===== src/rtl/pad_cmd_responder.sv =====
// rtl/pad_cmd_responder.sv - pad command responder: host read/write to internal memory bus and array execution handshake
module pad_cmd_responder #(
  parameter int DATA_W     = 32,
  parameter int ADDR_W     = 16,
  parameter int RD_TIMEOUT = 64
) (
  input  logic              clk,
  input  logic              rst,
  input  logic              chip_en,
  input  logic              data_addr_valid,
  input  logic              read_write,
  input  logic [ADDR_W-1:0] address_in,
  input  logic [DATA_W-1:0] data_in,
  input  logic              scan_start_exec,
  input  logic              trigger,
  output logic [DATA_W-1:0] data_out,
  output logic              data_out_valid,
  output logic              exec_end,
  output logic              mem_req,
  output logic              mem_we,
  output logic [ADDR_W-1:0] mem_addr,
  output logic [DATA_W-1:0] mem_wdata,
  input  logic              mem_gnt,
  input  logic              mem_rvalid,
  input  logic [DATA_W-1:0] mem_rdata,
  output logic              exec_start,
  input  logic              exec_done,
  output logic              rd_err
);

  localparam int CNT_W = $clog2(RD_TIMEOUT + 1);
  localparam logic [CNT_W-1:0] CNT_LAST = CNT_W'(RD_TIMEOUT - 1);

  typedef enum logic [2:0] {
    IDLE    = 3'd0,
    WR      = 3'd1,
    RD_REQ  = 3'd2,
    RD_WAIT = 3'd3,
    RESP    = 3'd4,
    EXEC    = 3'd5
  } state_t;

  state_t            state_q, state_d;
  logic              dav_q, dav_d;
  logic              trig_q, trig_d;
  logic              armed_q, armed_d;
  logic [ADDR_W-1:0] addr_q, addr_d;
  logic [DATA_W-1:0] wdata_q, wdata_d;
  logic [DATA_W-1:0] dout_q, dout_d;
  logic              rd_err_q, rd_err_d;
  logic              exec_end_q, exec_end_d;
  logic              exec_start_q, exec_start_d;
  logic              early_q, early_d;
  logic [CNT_W-1:0]  cnt_q, cnt_d;

  logic dav_edge, trig_edge;

  // armed_q stays low for the first cycle after reset so that an input
  // already high at release loads the history register instead of firing.
  assign dav_edge  = armed_q && data_addr_valid && !dav_q;
  assign trig_edge = armed_q && trigger && !trig_q;

  always_comb begin
    state_d      = state_q;
    dav_d        = data_addr_valid;
    trig_d       = trigger;
    armed_d      = 1'b1;
    addr_d       = addr_q;
    wdata_d      = wdata_q;
    dout_d       = dout_q;
    rd_err_d     = rd_err_q;
    exec_end_d   = exec_end_q;
    exec_start_d = 1'b0;
    early_d      = early_q;
    cnt_d        = cnt_q;

    case (state_q)
      IDLE: begin
        if (chip_en) begin
          if (scan_start_exec && trig_edge) begin
            state_d      = EXEC;
            exec_start_d = 1'b1;
            exec_end_d   = 1'b0;
          end else if (!scan_start_exec && dav_edge) begin
            addr_d  = address_in;
            wdata_d = data_in;
            state_d = read_write ? RD_REQ : WR;
          end
        end
      end
      WR: begin
        if (mem_gnt) state_d = IDLE;
      end
      RD_REQ: begin
        if (mem_gnt) begin
          state_d = RD_WAIT;
          cnt_d   = '0;
          early_d = mem_rvalid;
          if (mem_rvalid) dout_d = mem_rdata;
        end
      end
      RD_WAIT: begin
        // early_q: read data already arrived together with the grant
        if (early_q) begin
          state_d = RESP;
        end else if (mem_rvalid) begin
          dout_d  = mem_rdata;
          state_d = RESP;
        end else if (cnt_q == CNT_LAST) begin
          dout_d   = '1;
          rd_err_d = 1'b1;
          state_d  = RESP;
        end else begin
          cnt_d = cnt_q + 1'b1;
        end
      end
      RESP: begin
        state_d = IDLE;
      end
      EXEC: begin
        if (exec_done) begin
          exec_end_d = 1'b1;
          state_d    = IDLE;
        end
      end
      default: state_d = IDLE;
    endcase
  end

  always_ff @(posedge clk) begin
    if (rst) begin
      state_q      <= IDLE;
      dav_q        <= 1'b0;
      trig_q       <= 1'b0;
      armed_q      <= 1'b0;
      addr_q       <= '0;
      wdata_q      <= '0;
      dout_q       <= '0;
      rd_err_q     <= 1'b0;
      exec_end_q   <= 1'b0;
      exec_start_q <= 1'b0;
      early_q      <= 1'b0;
      cnt_q        <= '0;
    end else begin
      state_q      <= state_d;
      dav_q        <= dav_d;
      trig_q       <= trig_d;
      armed_q      <= armed_d;
      addr_q       <= addr_d;
      wdata_q      <= wdata_d;
      dout_q       <= dout_d;
      rd_err_q     <= rd_err_d;
      exec_end_q   <= exec_end_d;
      exec_start_q <= exec_start_d;
      early_q      <= early_d;
      cnt_q        <= cnt_d;
    end
  end

  assign mem_req        = (state_q == WR) || (state_q == RD_REQ);
  assign mem_we         = (state_q == WR);
  assign mem_addr       = addr_q;
  assign mem_wdata      = wdata_q;
  assign data_out       = dout_q;
  assign data_out_valid = (state_q == RESP);
  assign exec_end       = exec_end_q;
  assign exec_start     = exec_start_q;
  assign rd_err         = rd_err_q;

endmodule


===== config.mk =====
export PLATFORM = sky130hd
export DESIGN_NAME = pad_cmd_responder
export DESIGN_NICKNAME = d
export VERILOG_FILES = /design/src/rtl/pad_cmd_responder.sv
export SDC_FILE = /design/constraint.sdc
export NUM_CORES = 1
export LEC_CHECK = 0
export BUFFER_PORTS_ARGS = -buffer_cell sky130_fd_sc_hd__buf_4
export CORE_MARGIN = 2
export CORE_UTILIZATION = 25
export CTS_BUF_LIST = sky130_fd_sc_hd__clkbuf_4 sky130_fd_sc_hd__clkbuf_8
export CTS_CLUSTER_DIAMETER = 200
export CTS_CLUSTER_SIZE = 40
export DETAILED_ROUTE_END_ITERATION = 10
export PLACE_DENSITY = 0.54
export RECOVER_POWER = 50
export SLEW_MARGIN = 20
export SYNTH_ARGS = -nofsm -noshare
export SYNTH_HDL_FRONTEND = slang
export SYNTH_SLANG_ARGS = --single-unit

===== constraint.sdc =====
create_clock -name clk -period 1.9 [get_ports clk]
set_clock_uncertainty 0.05 [all_clocks]
set_input_delay 0.095 -clock clk [delete_from_list [all_inputs] [get_ports clk]]
set_output_delay 0.095 -clock clk [all_outputs]
set_load 0.05 [all_outputs]

==> impl_metrics.ini, run 1 <==
[status]
outcome = completed

[die]
pin_count = 176
die_y_um = 126.1
dieArea_um2 = 15900
core_area_um2 = 14530
start_util_pct = 25.64
row_count = 44
die_x_um = 126.1

[finish]
final_common_cell = nand2_1
drive_gt1_share_pct = 21.16
fin_area_um2 = 6001
final_cell_mix = nand2_1, buf_4, dfxtp_1
area_growth_syn_to_layout_pct = 61.05
fin_nets = 743
n_antenna_cell = 0

[grt]
grt_max_degree = 49
grt_pass1_wl_um = 18570
grt_overflow_total = 0
antenna_found_initial = 0
grt_pass1_vias = 3772
grt_use_total_pct = 14.46

[clock_tree]
cts_tree = yes
clockBufferDepth = 2
clk_latency_ns = 0.37
clock-root-buffer = clkbuf_8
htree_num_levels = 3
cts_buffers = 9
clock-sinks = 97
clkSlewWorstSetupHoldPaths_ns = 0.10

[setup_path]
start_kind = flip-flop
critPathRequiredTime_ns = 2.11
crit_arrival_ns = 2.05
endpoint_kind = flip-flop
crit_type = reg2reg
path_max_fanout = 8

[logic_synthesis]
synth_seq_area_share_pct = 52.12
synth_area_um2 = 3726
synth-seq-cells = 97
synthDistinctLibCells = 52
synthFlopType = dfxtp_1
async_flop_share_pct = 0
netlist_instances = 393
postSynthAreaPerCell_um2 = 9.481
ys_warn_count = 0
syn_nets = 484
synth_edf_count = 0

[sta]
worstMarginPinSlew_ns = 0.6584
fmax_ghz = 0.5433
post-route-period-util_pct = 96.87
period_minus_slack_ns = 1.840
setup_ws_ns = 0.05951
slew_headroom_pct = 56.30
finalHoldViolCount = 0
tns_ns = 0
setup_viol = 0
slew_violations = 0
rsz0062_at_grt = true

[place]
io_buffers = 175
gp_congestion = 0.7824
pre_cts_slack_ns = 0.1506
hpwl_um = 7917
post_dp_cell_area_um2 = 5250

[routing]
dr.pass1.iters = 5
vias = 3812
drt_iter0_drc = 123
viasPerCell = 4.533
route.detailed.drc = 0
wirelength_um = 11720
routedWlPerCell_um = 13.93
ant_nets = 0

[hold_path]
hp-class = in2reg

[job]
max-cap-violations = 0

[power]
ir_worst_vdd_mv = 0.2803
power.leakage_nw = 2.253
powerDensity_nw_per_um2 = 642.5
finalPower_mw = 3.855
[path summary, 6_finish.rpt]
| kind | cells after the start | from | endpoint | slack [ns] |
|---|---|---|---|---|
| worst max-delay path | 6 | state_q[0] | exec_end | 0.06 |
| worst min-delay path | 3 | read_write | state_q[1] | 0.04 |
| worst max register to register | 6 | state_q[0] | exec_end | 0.06 |
| worst min register to register | 2 | mem_addr[4] | mem_addr[4] | 0.41 |
[metrics by stage]
step,util (%),instances,hold WS [ns]
after floorplan,-,393,0.1732
after global placement,36.12,735,0.2722
after detailed placement,36.12,735,0.2754
after CTS,43.47,840,0.01066
after global routing,41.29,841,0.05661
final,41.29,841,0.04034
[final cells by class]
| cell class | count | area (um2) |
|---|---|---|
| Fill cell | 1480 | 8533 |
| Timing Repair Buffer | 279 | 2037 |
| Sequential cell | 97 | 1946 |
| Multi-Input combinational cell | 256 | 1578 |
| Tap cell | 184 | 230.2 |
| Clock buffer | 10 | 131.4 |
| Clock inverter | 6 | 45.04 |
| Inverter | 9 | 33.78 |
[cells by family (layout without fill, tap and decap cells)]
family,Yosys count,count (layout),synth area share (%)
compound gates,107,107,22.60
simple gates,143,143,18.03
flops,97,97,52.12
xor+xnor,1,1,0.2351
fa+ha+maj,1,1,0.3357
buf+inv,40,304,5.608
mux,4,4,1.075
[metal layers]
layer	GRT usage, %	vias to the layer above	part of all wire (%)
li1	-	1901	-
met1	16.93	1781	43
met2	24.73	100	50
met3	3.144	30	3.9
met4	7.628	0	3.6
met5	0	-	0
[synthesized netlist by cell type (2+ instances only)]
| cell type | instances | area share (%) |
|---|---|---|
| and2_1 | 2 | 0.34 |
| inv_1 | 8 | 0.81 |
| mux2i_1 | 4 | 1.1 |
| o21ai_1 | 2 | 0.27 |
| clkbuf_1 | 13 | 1.3 |
| buf_6 | 3 | 0.91 |
| o221a_2 | 2 | 0.60 |
| o221a_1 | 30 | 9.1 |
| nor2_1 | 10 | 1.0 |
| o211ai_1 | 4 | 0.81 |
| nor2b_1 | 5 | 0.84 |
| buf_2 | 8 | 1.1 |
| and2b_1 | 2 | 0.40 |
| nand3_1 | 5 | 0.67 |
| nand2_1 | 103 | 10 |
| nor3_1 | 2 | 0.27 |
| dfxtp_1 | 97 | 52 |
| buf_4 | 7 | 1.4 |
| a21oi_1 | 51 | 6.9 |
| nand4b_1 | 2 | 0.47 |
| o21ai_0 | 2 | 0.27 |
[sequential cells by signal, indices dropped and copies added (netlist names)]
name        cells
data_out       32
mem_wdata      32
exec_end        1
armed_q         1
state_q         3
cnt_q           7
exec_start      1
rd_err          1
early_q         1
trig_q          1
dav_q           1
mem_addr       16
[worst max-delay path, cell delays in order (launching register included)]
cell           delay, ns
dfxtp_2             0.35
buf_4               0.17
nor4b_4             0.27
nand2_1             0.12
a32oi_1             0.17
nor2_1              0.05
dlygate4sd3_1       0.55
[power breakdown]
group	switching [mW]	internal [mW]	total (mW)
clock	0.730	0.492	1.22
combinational	0.261	0.297	0.558
sequential	0.0157	2.06	2.08
[repair_timing]
action	in CTS	in global routing
hold buffers	89	0
endpoints found under the hold margin	89	0
gates resized for setup	0	4
setup buffers	0	1
endpoints found under the setup margin	0	4
Note: power is estimated with default switching activity, not from simulation.
==> run 2, diff against run 1 <==
==> constraint.sdc (replaced) <==
create_clock -name clk -period 1.9 [get_ports clk]
set_clock_uncertainty 0.05 [all_clocks]
set_input_delay 0.38 -clock clk [delete_from_list [all_inputs] [get_ports clk]]
set_output_delay 0.38 -clock clk [all_outputs]
set_load 0.05 [all_outputs]
==> run 2 against run 1 <==
- sequential share of layout area increased by 4.9 points
- first-iteration DRC count increased by 29%
- core utilization decreased by 5.3 points
- final area decreased by 13%
- highest routed layer unchanged
- largest power group unchanged
- power increased by 5.5%
- clock-buffer cell count decreased by 1
==> impl_metrics.ini, run 2 (synthesis gave the netlist of run 1 again) <==
[status]
outcome = completed

[setup_path]
cp-startpoint = state_q[1]
critPathRequiredTime_ns = 1.47
path_max_fanout = 10
slowest_stage = dfxtp_4
cp_cell_sequence = buf_4 -> xnor2_1 -> nor2_2 -> buf_6
r2r-start = cnt_q[0]
start_kind = flip-flop
crit_type = reg2out
crit_arrival_ns = 1.40
regToRegSetupSlack_ns = 0.11
critPathMaxStageDelay_ns = 0.39
endpoint_kind = primary output
reg2regPathDepth = 6
r2r-end = cnt_q[5]

[place]
io_buffers = 175
hpwl_um = 7916
gp_congestion = 0.8298

[grt]
grt_max_degree = 49
grt_pass1_wl_um = 16660
grt_overflow_total = 0
grt_pass1_vias = 3275
antenna_found_initial = 0
grt_use_total_pct = 13.11

[hold_path]
hp-class = in2reg
hp-start = data_addr_valid
hold_depth = 2
holdPathEnd = dav_q

[clock_tree]
clock-sinks = 97
clockBufferDepth = 2
clkSlewWorstSetupHoldPaths_ns = 0.10
htree_num_levels = 3
cts_buffers = 9
cts_hold_buf = 0
clk_latency_ns = 0.37
clock-root-buffer = clkbuf_8
cts_tree = yes

[die]
die_y_um = 126.1
dieArea_um2 = 15900
row_count = 44
pin_count = 176
core_area_um2 = 14530
die_x_um = 126.1
start_util_pct = 25.64

[routing]
wirelength_um = 11040
vias = 3496
ant_nets = 0
route.detailed.drc = 0
viasPerCell = 4.643
routedWlPerCell_um = 14.67
drt_iter0_drc = 159
dr.pass1.iters = 4

[sta]
slew_violations = 0
rsz0062_at_grt = false
slew_headroom_pct = 50.10
setup_viol = 0
period_minus_slack_ns = 1.832
post-route-period-util_pct = 96.42
finalHoldViolCount = 0
worstMarginPinSlew_ns = 0.7485
fin_hold_ws_ns = 0.1886
fmax_ghz = 0.5459
tns_ns = 0

[finish]
fill_cells = 1553
n_antenna_cell = 0
final_cell_mix = nand2_1, buf_4, dfxtp_1
drive_gt1_share_pct = 25.31
fin_nets = 656
final_common_cell = nand2_1
area_growth_syn_to_layout_pct = 40.33

[job]
max-cap-violations = 0

[power]
p_sw_share_pct = 23.67
power.leakage_nw = 1.925
pwr-share-clk_pct = 38.8
power_frac_seq_pct = 51.0
comb_power_share_pct = 10.2
powerDensity_nw_per_um2 = 777.8
power.switching_mw = 0.9625
ir_worst_vdd_mv = 0.3827
p_int_mw = 3.105
[run 2: worst max path at each step]
stage	endpoint	slack, ns	cells after the start
after floorplan	mem_req	0.10	4
after global placement	data_out[1]	0.18	5
after detailed placement	data_out[0]	0.15	5
after CTS	data_out_valid	0.03	3
after global routing	mem_req	0.001	4
final	mem_req	0.07	4
[run 2: repair_timing]
action,CTS,global route
buffers inserted,1,2
resized for setup,12,3
setup endpoints to repair,3,4
pin swaps,1,1
[run 2: layer usage]
layer / routed length [um] / track usage [%] / vias to the layer above
met5: 0 / 0 / -
met4: 302 / 6.917 / 0
met3: 652 / 2.846 / 21
met2: 5322 / 21.25 / 110
met1: 4767 / 16.30 / 1643
li1: - / - / 1722
[run 2: area by class of cell]
cell class	count	area (um2)	area share [%]
clock buffers	9	123.9	2.369
repair buffers	192	1179	22.54
flip-flops and latches	97	1953	37.35
well taps	184	230.2	4.403
inverters	9	33.78	0.6461
clock inverters	6	107.6	2.058
multi-input cells	256	1602	30.63
[run 2: power by group through the flow]
stage | clock network, mW | registers [mW] | logic [mW]
global placement | 0 | 2.12 | 0.428
CTS | 1.65 | 2.08 | 0.438
global route | 1.73 | 2.08 | 0.444
finish | 1.58 | 2.07 | 0.416
floorplan | 0 | 2.20 | 0.130
detailed placement | 0 | 2.12 | 0.431
[run 2: stage by stage]
step / power (mW) / instance area (um2) / setup slack [ns] / util (%) / std cells
floorplan: 2.331 / 3731 / 0.1023 / - / 393
global placement: 2.551 / 5256 / 0.1758 / 36.17 / 735
detailed placement: 2.556 / 5256 / 0.1469 / 36.17 / 735
CTS: 4.162 / 5525 / 0.03064 / 38.02 / 751
global route: 4.251 / 5229 / 0.001428 / 35.98 / 753
finish: 4.067 / 5229 / 0.06811 / 35.98 / 753
[run 2: worst max-delay path: cells and delay by family (launching register included)]
| family | cells | cell delay (ns) |
|---|---|---|
| and+or+nand+nor | 1 | 0.17 |
| buffers and inverters | 2 | 0.34 |
| xor gates and xnor gates | 1 | 0.13 |
| DFF | 1 | 0.39 |
